File: src/rtl/mem_mul_scheduler.sv
// Command-driven read -> multiply -> write-back sequencer for the 128x52 register file,
// sharing the memory port with one host requester via round-robin at word boundaries.
module mem_mul_scheduler #(
    parameter int ADDR_W  = 7,
    parameter int DATA_W  = 52,
    parameter int RD_LAT  = 1,
    parameter int MUL_LAT = 1
) (
    input  logic              clk,
    input  logic              rstn,
    input  logic              cmd_valid,
    output logic              cmd_ready,
    input  logic [ADDR_W-1:0] cmd_base,
    input  logic [ADDR_W-1:0] cmd_len,
    input  logic              host_req,
    input  logic              host_wr,
    input  logic [ADDR_W-1:0] host_addr,
    input  logic [DATA_W-1:0] host_wdata,
    output logic              host_gnt,
    output logic              host_rvalid,
    output logic [DATA_W-1:0] host_rdata,
    output logic              mem_nce,
    output logic              mem_nwrt,
    output logic [ADDR_W-3:0] mem_ra,
    output logic [1:0]        mem_ca,
    output logic [DATA_W-1:0] mem_din,
    input  logic [DATA_W-1:0] mem_do,
    input  logic [DATA_W-1:0] mul_out,
    output logic              busy,
    output logic              done
);

    localparam int WAIT_CYC = RD_LAT + MUL_LAT;
    localparam int WC_W     = (WAIT_CYC > 1) ? $clog2(WAIT_CYC) : 1;
    localparam logic [WC_W-1:0] WAIT_LAST = WC_W'(WAIT_CYC - 1);

    typedef enum logic [2:0] {
        S_IDLE,
        S_SLOT,
        S_RD,
        S_WAIT,
        S_WR,
        S_HOST
    } state_t;

    state_t              state, state_d;
    logic [ADDR_W-1:0]   base_q, base_d, len_q, len_d;
    logic [ADDR_W:0]     idx_q, idx_d, idx_inc;
    logic [WC_W-1:0]     wcnt_q, wcnt_d;
    logic                rr_host_q, rr_host_d;
    logic [ADDR_W-1:0]   addr_q, addr_d;
    logic                busy_d, ready_d, done_d, gnt_d, rvalid_d, nce_d, nwrt_d;
    logic [DATA_W-1:0]   din_d;
    logic                accept;

    assign accept     = cmd_valid && cmd_ready;
    assign idx_inc    = idx_q + 1'b1;
    assign mem_ra     = addr_q[ADDR_W-1:2];
    assign mem_ca     = addr_q[1:0];
    assign host_rdata = mem_do;

    always_ff @(posedge clk or negedge rstn) begin
        if (!rstn) begin
            state       <= S_IDLE;
            base_q      <= '0;
            len_q       <= '0;
            idx_q       <= '0;
            wcnt_q      <= '0;
            rr_host_q   <= 1'b1;
            addr_q      <= '0;
            busy        <= 1'b0;
            cmd_ready   <= 1'b1;
            done        <= 1'b0;
            host_gnt    <= 1'b0;
            host_rvalid <= 1'b0;
            mem_nce     <= 1'b1;
            mem_nwrt    <= 1'b1;
            mem_din     <= '0;
        end else begin
            state       <= state_d;
            base_q      <= base_d;
            len_q       <= len_d;
            idx_q       <= idx_d;
            wcnt_q      <= wcnt_d;
            rr_host_q   <= rr_host_d;
            addr_q      <= addr_d;
            busy        <= busy_d;
            cmd_ready   <= ready_d;
            done        <= done_d;
            host_gnt    <= gnt_d;
            host_rvalid <= rvalid_d;
            mem_nce     <= nce_d;
            mem_nwrt    <= nwrt_d;
            mem_din     <= din_d;
        end
    end

    always_comb begin
        state_d   = state;
        base_d    = base_q;
        len_d     = len_q;
        idx_d     = idx_q;
        wcnt_d    = wcnt_q;
        rr_host_d = rr_host_q;
        addr_d    = addr_q;
        busy_d    = busy;
        ready_d   = cmd_ready;
        done_d    = 1'b0;
        gnt_d     = 1'b0;
        rvalid_d  = (state == S_HOST) && mem_nwrt;
        nce_d     = 1'b1;
        nwrt_d    = 1'b1;
        din_d     = mem_din;

        if (accept) begin
            base_d  = cmd_base;
            len_d   = cmd_len;
            idx_d   = '0;
            busy_d  = 1'b1;
            ready_d = 1'b0;
        end

        unique case (state)
            S_IDLE: begin
                if (accept)        state_d = S_SLOT;
                else if (host_req) state_d = S_HOST;
            end
            S_SLOT: begin
                // Pointer only moves when both parties contend for the slot
                if (host_req && (!busy || rr_host_q)) begin
                    state_d = S_HOST;
                    if (busy) rr_host_d = 1'b0;
                end else if (busy) begin
                    state_d = S_RD;
                    if (host_req) rr_host_d = 1'b1;
                end else begin
                    state_d = S_IDLE;
                end
            end
            S_RD: begin
                state_d = S_WAIT;
                wcnt_d  = '0;
            end
            S_WAIT: begin
                if (wcnt_q == WAIT_LAST) begin
                    state_d = S_WR;
                    din_d   = mul_out;
                end else begin
                    wcnt_d = wcnt_q + 1'b1;
                end
            end
            S_WR: begin
                idx_d = idx_inc;
                if (idx_inc <= {1'b0, len_q}) begin
                    state_d = S_SLOT;
                end else begin
                    state_d = S_IDLE;
                    done_d  = 1'b1;
                    busy_d  = 1'b0;
                    ready_d = 1'b1;
                end
            end
            S_HOST: begin
                if (busy || accept) state_d = S_SLOT;
                else if (host_req)  state_d = S_HOST;
                else                state_d = S_IDLE;
            end
            default: state_d = S_IDLE;
        endcase

        // Memory pins are registered from the state being entered
        unique case (state_d)
            S_RD: begin
                nce_d  = 1'b0;
                addr_d = base_q + idx_q[ADDR_W-1:0];
            end
            S_WR: begin
                nce_d  = 1'b0;
                nwrt_d = 1'b0;
            end
            S_HOST: begin
                nce_d  = 1'b0;
                nwrt_d = ~host_wr;
                addr_d = host_addr;
                gnt_d  = 1'b1;
                if (host_wr) din_d = host_wdata;
            end
            default: ;
        endcase
    end

endmodule

File: config.mk
export PLATFORM = sky130hd
export DESIGN_NAME = mem_mul_scheduler
export DESIGN_NICKNAME = d
export VERILOG_FILES = /design/src/rtl/mem_mul_scheduler.sv
export SDC_FILE = /design/constraint.sdc
export NUM_CORES = 1
export LEC_CHECK = 0
export CELL_PAD_IN_SITES_DETAIL_PLACEMENT = 1
export CELL_PAD_IN_SITES_GLOBAL_PLACEMENT = 2
export CORE_MARGIN = 4
export CORE_UTILIZATION = 19
export DETAILED_ROUTE_END_ITERATION = 8
export PLACE_DENSITY = 0.86
export SYNTH_ARGS = -nofsm -noshare
export SYNTH_HDL_FRONTEND = slang
export SYNTH_SLANG_ARGS = --single-unit
File: constraint.sdc
create_clock -name clk -period 2.1 [get_ports clk]
set_input_delay 0.21 -clock clk [delete_from_list [all_inputs] [get_ports clk]]
set_output_delay 0.21 -clock clk [all_outputs]
set_load 0.02 [all_outputs]
==> Yosys cells after proc, flatten, opt, wreduce, memory -nomap -nowiden <==
Cells that the tools add are included.
{ "classes": {"add_sub_neg": 3, "n_lt_le_gt_ge": 1, "n_eq_ne": 8, "muxes": 33, "bitwise_logic": 1, "n_reduce_logical": 13} }
{ "ops": {"columns": ["op", "n"], "rows": [
  ["two-way mux 52 bit", 4],
  ["two-way mux 3 bit", 6],
  ["one-hot mux 3 bit (6 select lines)", 1],
  ["two-way mux 1 bit", 16],
  ["two-way mux 8 bit", 2],
  ["one-hot mux 7 bit (2 select lines)", 1],
  ["== test 3 bit (second input constant)", 4],
  ["== test 3 x 2 -> 1 bit (second input constant)", 3],
  ["adder 8 x 1 -> 8 bit (second input constant)", 1],
  ["less-or-equal comparator 8 x 7 -> 1 bit", 1],
  ["nonzero test 2 bit", 4],
  ["adder 7 bit", 1],
  ["one-hot mux 1 bit (2 select lines)", 2],
  ["== test 3 x 1 -> 1 bit (second input constant)", 1],
  ["logical AND 1 bit", 3],
  ["logical NOT 3 bit", 1],
  ["AND reduction 3 bit", 1],
  ["OR reduction 3 bit", 1],
  ["logical OR 1 bit", 2],
  ["two-way mux 2 bit", 1],
  ["adder 1 bit (second input constant)", 1],
  ["logical NOT 1 bit", 1],
  ["NOT 1 bit", 1]
]} }
{ "word_totals": {"ff_bits": 93, "input_bits": 182, "output_inout_bits": 118, "elab_cells": 74} }

==> Depth between registers and ports, before layout <==
Gate-level depths: netlist of the first run.
{ "logic_depth": {"ltp_word": 8, "depth_mapped": 10, "depth_no_buf": 10} }

==> Worst setup path after synthesis of the first run <==
OpenSTA, ideal clock, no wires.
{ "synth_path": {"path_type": "reg2reg", "start": "reg idx_q[2]", "end": "reg mem_nwrt", "setup_time_ns": 0.079, "t_arrival_ns": 2.008, "required_ns": 2.021, "setup_slack_ns": 0.013, "path_stages_with_launch": 11, "n_path_buf": 0, "period_less_slack_ns": 2.087, "cell_sequence": "dfrtp_1 -> and3_1 -> nand3_1 -> xnor2_1 -> ha_1 -> a21o_1 -> a21oi_1 -> a21oi_1 -> a21oi_1 -> a21oi_1 -> o21ai_0"} }
{ "synth_between": {"elab_chain_cells": 6, "elab_cells_between_ends": 7, "classes_between": "add/sub (1); order compare (1); eq/ne (2); mux (3)"} }
{ "synth_rtl": {"columns": ["element", "line", "text"], "rows": [
  ["from (decl)", "48", "logic [ADDR_W:0] idx_q, idx_d, idx_inc;"],
  ["from (signal assigned)", "83", "idx_q <= idx_d;"],
  ["adder 8 x 1 -> 8 bit *", "57", "assign idx_inc = idx_q + 1'b1;"],
  ["less-or-equal comparator 8 x 7 -> 1 bit *", "154", "if (idx_inc <= {1'b0, len_q}) begin"],
  ["two-way mux 1 bit *", "154", null],
  ["one-hot mux 3 bit (6 select lines) *", "123", "unique case (state)"],
  ["== test 3 bit", "172", "unique case (state_d)"],
  ["one-hot mux 1 bit (2 select lines) *", "172", null],
  ["via nwrt_d", "52", "logic busy_d, ready_d, done_d, gnt_d, rvalid_d, nce_d, nwrt_d;"],
  ["to (signal assigned)", "93", "mem_nwrt <= nwrt_d;"],
  ["to (decl)", "23", "output logic mem_nwrt,"]
]} }
The timed path passes the listed nets; every way through them passes the cells marked *.
A chain may end at the register's enable or synchronous reset.

==> Worst setup path after layout of the first run <==
{ "layout_path": {"start": "reg idx_q[2]", "end": "reg busy"} }
{ "layout_between": {"elab_chain_cells": 4} }
{ "layout_rtl": {"columns": ["element", "line", "text"], "rows": [
  ["adder 8 x 1 -> 8 bit", "57", null],
  ["less-or-equal comparator 8 x 7 -> 1 bit", "154", null],
  ["two-way mux 1 bit", "154", null],
  ["two-way mux 1 bit", "123", null],
  ["via busy_d", "52", null],
  ["to (signal assigned)", "87", "busy <= busy_d;"],
  ["to (decl)", "29", "output logic busy,"]
]} }
The timed path passes the listed nets, and every way through them passes these cells.

==> results_dict.tcl, run 1 <==
set metrics [dict create \
    grt-ovfl-total 0 \
    fin_ws_ns -0.0279 \
    path_clk_slew_ns 0.07 \
    worstSetupStartpointType "flip-flop" \
    finClkSkew_ns 0.0135 \
    insertion_delay_ns 0.35 \
    core_area_um2 26100 \
    power_frac_seq 0.303 \
    synth_top_family_by_area "multiplexers" \
    final_cell_mix "clkdlybuf4s50_1, dfrtp_1, a21oi_1, nor2_1, mux2i_1" \
    synth_warnings 0 \
    viasPerCell 4.11 \
    clock_path_buffers 2 \
    critPathMaxStageDelay_ns 0.37 \
    violations "negative setup slack" \
    synth_mux_area_frac 0.141 \
    clockPowerShare 0.147 \
    synth_fa_ha_area_frac 0.0386 \
    drt-initial-drc-count 126 \
    grt_pass1_vias 4564 \
    h-tree-depth 3 \
    final_core_util 0.299 \
    antenna_found_initial 0 \
    hold_path.class "in2async" \
    critical-path-slowest-cell "dfrtp_1" \
    crit_family "simple AND/OR/NAND/NOR gates" \
    yosysUniqueCellTypes 46 \
    synthesis.nets 689 \
    fmax_ghz 0.470 \
    netlist_area_um2 5050 \
    area_growth_pct 54.5 \
    layout.cells.most_common "clkdlybuf4s50_1" \
    diodes 0 \
    setup_tns_ns -0.0324 \
    fin_cells 1013 \
    worst_setup_path_end_kind "flip-flop" \
    slew_headroom 0.658 \
    place_congestion 0.762 \
    synth_xor_area_frac 0.0191 \
    cts.sinks 93 \
    p_comb_frac 0.550 \
    synth_seq_area_share 0.462 \
    port_buffers 195 \
    cts_tree "done" \
    die_w_um 171 \
    worstMarginPinSlew_ns 0.513 \
    grt_pass1_wl_um 24800 \
    cts_buffers 9 \
    final_area_um2 7800 \
    ys_seq_elements 93 \
    dpl.cell_count 984 \
    syn_avg_cell_area_um2 10.3 \
    outcome "finished with violations" \
    path_cells "and3_4 -> nand3_4 -> xnor2_2 -> ha_1 -> a21o_1 -> a21oi_2 -> nand3_1 -> a21oi_2 -> buf_4 -> buf_6 -> nor2_4 -> nor2_1" \
    power.density_nw_per_um2 1370 \
    cell_internal_pwr_mw 6.54 \
    grt_use_total 0.108 \
    io_pins 300 \
    reg2reg_depth 12 \
    crit_top_cell "a21oi_2" \
    post_dp_cell_area_um2 7240 \
    cp_max_fo 2 \
    ant_nets 0 \
    synth-simple-area-share 0.109 \
    period_share 1.01 \
    syn_inst 492 \
    max_cap_violations 0 \
    switching_power_mw 4.18 \
    routed_wl_um 16500 \
    slew_viol_final 0 \
    crit_type "reg2reg" \
    cellLeakagePower_nw 3.17 \
    switching_share 0.390 \
    die_area_um2 29300 \
    start_util 0.193 \
    cts_root_buf "clkbuf_16" \
    critPathBufInv 2 \
    rows 59 \
    rsz0062_at_grt "yes" \
    ir_drop_mv 0.474 \
    cp.depth 12 \
    setup_viol 2 \
    grt_max_degree 53 \
    power_mw 10.7 \
    synth_compound_area_frac 0.112 \
    crit_required_ns 2.38 \
    drive_above_1_share 0.186 \
    dp_hpwl_um 12200 \
    drc 0 \
    wl_per_cell_um 16.3 \
    first_pass_iters 4 \
    dr_total_vias 4162 \
    die_h_um 171 \
    fin_nets 870 \
    critPathArrivalTime_ns 2.40 \
    period_needed_ns 2.13 \
    hold_viol_final 0 \
]
[path summary, 6_finish.rpt]
kind                               from   endpoint  slack, ns
setup / recovery               idx_q[2]       busy      -0.03
hold / removal                     rstn   len_q[4]       0.36
setup reg to reg               idx_q[2]       busy      -0.03
hold reg to reg               rr_host_q  rr_host_q       0.50
max in group asynchronous          rstn  cmd_ready       1.04
min in group clk           host_addr[5]  addr_q[5]       0.41
[routing by layer]
| metal | share of wire | global-route usage | wire length [µm] | up-vias |
|---|---|---|---|---|
| met5 | 0 | 0 | 0 | - |
| met4 | 0.021 | 0.0372 | 342 | 0 |
| met3 | 0.061 | 0.0305 | 1010 | 39 |
| met2 | 0.50 | 0.181 | 8250 | 117 |
| met1 | 0.42 | 0.132 | 6870 | 2005 |
| li1 | - | - | - | 2001 |
[cell usage after synthesis (all sizes together)]
library cell  count  area (µm²)
o31a              1        8.76
nor2b             6        45.0
nand4b            1        8.76
a211o             1        8.76
dfrtp            89        2230
and3              4        25.0
o21ai             8        40.0
buf              69         512
fa                1        20.0
nand3            19         105
xnor2             7        61.3
xor2              4        35.0
o21a              1        7.51
or3b              1        8.76
dfstp             4         105
o21bai            2        15.0
o211ai            1        7.51
a311o             1        10.0
inv              15        56.3
clkbuf            7        26.3
nand2b            2        12.5
a211oi            3        27.5
nand2            23        86.3
nor2             58         218
o22ai             2        12.5
o311ai            1        8.76
ha               14         175
nand4             2        12.5
a21boi            1        7.51
a21oi            64         324
nor3b             1        12.5
and2              1        6.26
mux2i            53         531
and4b             1        10.0
mux2             16         184
o221ai            4        60.1
a21o              4        30.0
[final cells by class]
cell class | count | area (µm²)
multi-input combinational | 308 | 2310
clock inverter | 6 | 38.8
sequential | 93 | 2330
clock buffer | 10 | 239
fill | 2983 | 18300
tap | 335 | 419
inverter | 15 | 56.3
timing repair buffer | 246 | 2410
[power by group through the flow]
stage	clock, mW	sequential, mW	combinational [mW]
after CTS	1.67	3.25	5.79
after global routing	1.75	3.37	6.43
final	1.58	3.25	5.90
after floorplan	0	3.94	2.40
after detailed placement	0	3.25	5.58
after global placement	0	3.21	5.48
[through the flow]
step | setup WS [ns] | hold WS (ns)
floorplan | 0.0132 | -0.0856
global placement | -0.0748 | 0.221
detailed placement | -0.115 | 0.214
CTS | 0.00397 | 0.381
global route | -0.111 | 0.406
finish | -0.0279 | 0.357
[timing repair]
| item | in CTS | in global routing |
|---|---|---|
| setup buffers | 5 | 7 |
| gates resized for setup | 23 | 15 |
| hold buffers | 1 | 0 |
| setup endpoints to repair | 6 | 58 |
| pin swaps | 13 | 13 |
| endpoints found under the hold margin | 32 | 0 |
[cell families after synthesis]
family,count (synthesis)
xor+xnor,11
mux,69
buf+inv,91
fa+ha+maj,15
flops,93
simple gates,119
compound gates,94
[state kept, by name (all words and copies together) (netlist names)]
register,cells
state,3
wcnt_q,1
cmd_ready,1
len_q,7
host_rvalid,1
mem_nwrt,1
busy,1
addr_q,7
mem_nce,1
done,1
idx_q,8
base_q,7
rr_host_q,1
host_gnt,1
mem_din,52
Power figures use the tool's default switching activity.
==> inputs of run 2 (changes only) <==
--- a/config.mk
+++ b/config.mk
@@ -5,12 +5,15 @@
 export SDC_FILE = /design/constraint.sdc
 export NUM_CORES = 1
 export LEC_CHECK = 0
+export ABC_CLOCK_PERIOD_IN_PS = 2100
 export CELL_PAD_IN_SITES_DETAIL_PLACEMENT = 1
 export CELL_PAD_IN_SITES_GLOBAL_PLACEMENT = 2
 export CORE_MARGIN = 4
 export CORE_UTILIZATION = 19
+export CTS_CLUSTER_SIZE = 28
 export DETAILED_ROUTE_END_ITERATION = 8
 export PLACE_DENSITY = 0.86
+export SKIP_CTS_REPAIR_TIMING = 1
 export SYNTH_ARGS = -nofsm -noshare
 export SYNTH_HDL_FRONTEND = slang
 export SYNTH_SLANG_ARGS = --single-unit
==> run 2 against run 1 <==
  * The flow still finishes with violations (negative setup slack)
  * Hold slack worse by 0.0070 ns
  * Non-clock buffer count is 5 lower
  * First-iteration DRC count is 20% higher
  * Core utilization is 0.54 points lower
  * Worst setup slack worse by 0.039 ns
  * Sequential share of layout area is 0.55 points higher
  * Final cell count is 0.49% lower
  * Largest power group unchanged
  * Maximum frequency is 1.8% lower
  * Routed wire length is 0.87% lower
==> results_dict.tcl, run 2 (synthesis results as in run 1) <==
set metrics [dict create \
    cts_tree "done" \
    viasPerCell 4.07 \
    layout.cells.most_common "clkdlybuf4s50_1" \
    worst_setup_path_end_kind "flip-flop" \
    die_h_um 171 \
    gr-usage-met2 0.176 \
    final_cell_mix "clkdlybuf4s50_1, dfrtp_1, a21oi_1, nor2_1, mux2i_1" \
    worstMarginPinSlew_ns 0.513 \
    insertion_delay_ns 0.35 \
    antenna_found_initial 0 \
    die_area_um2 29300 \
    rows 59 \
    fin_cells 1008 \
    p_comb_frac 0.543 \
    cellLeakagePower_nw 3.11 \
    hold_path.class "in2async" \
    crit_type "reg2reg" \
    clockPowerShare 0.150 \
    cts.sinks 93 \
    cell_internal_pwr_mw 6.45 \
    core_area_um2 26100 \
    grt_max_degree 53 \
    top_register "mem_din" \
    drive_above_1_share 0.163 \
    slew_viol_final 0 \
    top_regs "mem_din (52), idx_q (8)" \
    cts_root_buf "clkbuf_16" \
    start_util 0.193 \
    fin_nets 865 \
    cts_buffers 9 \
    routed_wl_um 16300 \
    wl_per_cell_um 16.2 \
    power_mw 10.6 \
    ir_drop_mv 0.474 \
    drt-initial-drc-count 151 \
    first_pass_iters 6 \
    worstSetupStartpointType "flip-flop" \
    critPathArrivalTime_ns 2.44 \
    grt-ovfl-total 0 \
    max_cap_violations 0 \
    crit_required_ns 2.38 \
    fillerInstances 2991 \
    rsz0062_at_grt "yes" \
    finClkSkew_ns 0.0113 \
    cp_max_fo 2 \
    grt_use_total 0.105 \
    die_w_um 171 \
    area_growth_pct 51.7 \
    place_congestion 0.762 \
    io_pins 300 \
    fmax_ghz 0.462 \
    port_buffers 195 \
    period_share 1.03 \
    dp_slack_ns -0.115 \
    ant_nets 0 \
    power_frac_seq 0.307 \
    grt.busiest_layer "met2" \
    dp_hpwl_um 12200 \
    period_needed_ns 2.17 \
    outcome "finished with violations" \
    fin_ws_ns -0.0665 \
    grt_util_met3 0.0305 \
    power.density_nw_per_um2 1380 \
    violations "negative setup slack" \
    grt_pass1_vias 4541 \
    dr_total_vias 4106 \
    drc 0 \
    hold_viol_final 0 \
    switching_power_mw 4.11 \
    grt_pass1_wl_um 24300 \
    h-tree-depth 3 \
    setup_viol 5 \
    holdWs_ns 0.350 \
    diodes 0 \
    slew_headroom 0.658 \
    largest_register_ffs 52 \
    clock_path_buffers 2 \
    dpl.cell_count 984 \
    final_area_um2 7660 \
    switching_share 0.390 \
    post_dp_cell_area_um2 7240 \
    path_clk_slew_ns 0.07 \
    grtUsageMet1 0.129 \
]
==> run 2: final cells by class <==
type                       count  area (µm²)  area share
inverter                      15        56.3     0.00735
clock inverter                 6        38.8     0.00506
clock buffer                  10         239      0.0312
sequential                    93        2330       0.305
multi-input combinational    308        2210       0.289
timing repair buffer         241        2360       0.308
tap                          335         419      0.0547
==> run 2: power by group through the flow <==
stage / Clock [mW] / Combinational, mW / Sequential (mW)
2_1_floorplan: 0 / 2.40 / 3.94
3_3_place_gp: 0 / 5.48 / 3.21
3_5_place_dp: 0 / 5.58 / 3.25
4_1_cts: 1.67 / 5.61 / 3.23
5_1_grt: 1.75 / 6.27 / 3.37
6_report: 1.58 / 5.73 / 3.24
==> run 2: layer usage <==
layer,vias up,part of all wire
met5,-,0
met4,0,0.026
met3,41,0.060
met2,111,0.50
met1,1966,0.42
li1,1988,-
==> run 2: worst paths after layout <==
kind / from / endpoint / slack, ns / depth (start not counted)
worst max-delay path: idx_q[2] / busy / -0.07 / 12
worst min-delay path: rstn / len_q[4] / 0.35 / 2
worst max register to register: idx_q[2] / busy / -0.07 / 12
worst min register to register: rr_host_q / rr_host_q / 0.50 / 1
max in group asynchronous: rstn / mem_nce / 1.05 / 3
min in group clk: host_addr[5] / addr_q[5] / 0.41 / 3
==> run 2: through the flow <==
step	utilization	setup TNS [ns]
finish	0.293	-0.175
global route	0.293	-0.947
CTS	0.288	-0.445
detailed placement	0.277	-2.41
global placement	0.277	-1.45
floorplan	-	0
==> run 2: worst max-delay path: stages (launching register included) <==
cell     delay, ns
dfrtp_1       0.36
and3_4        0.19
nand3_1       0.12
xnor2_1       0.15
ha_1          0.31
a21o_1        0.18
a21oi_2       0.16
a21oi_1       0.09
a21oi_1       0.17
buf_4         0.14
buf_4         0.11
nor2_2        0.04
nor2_1        0.08
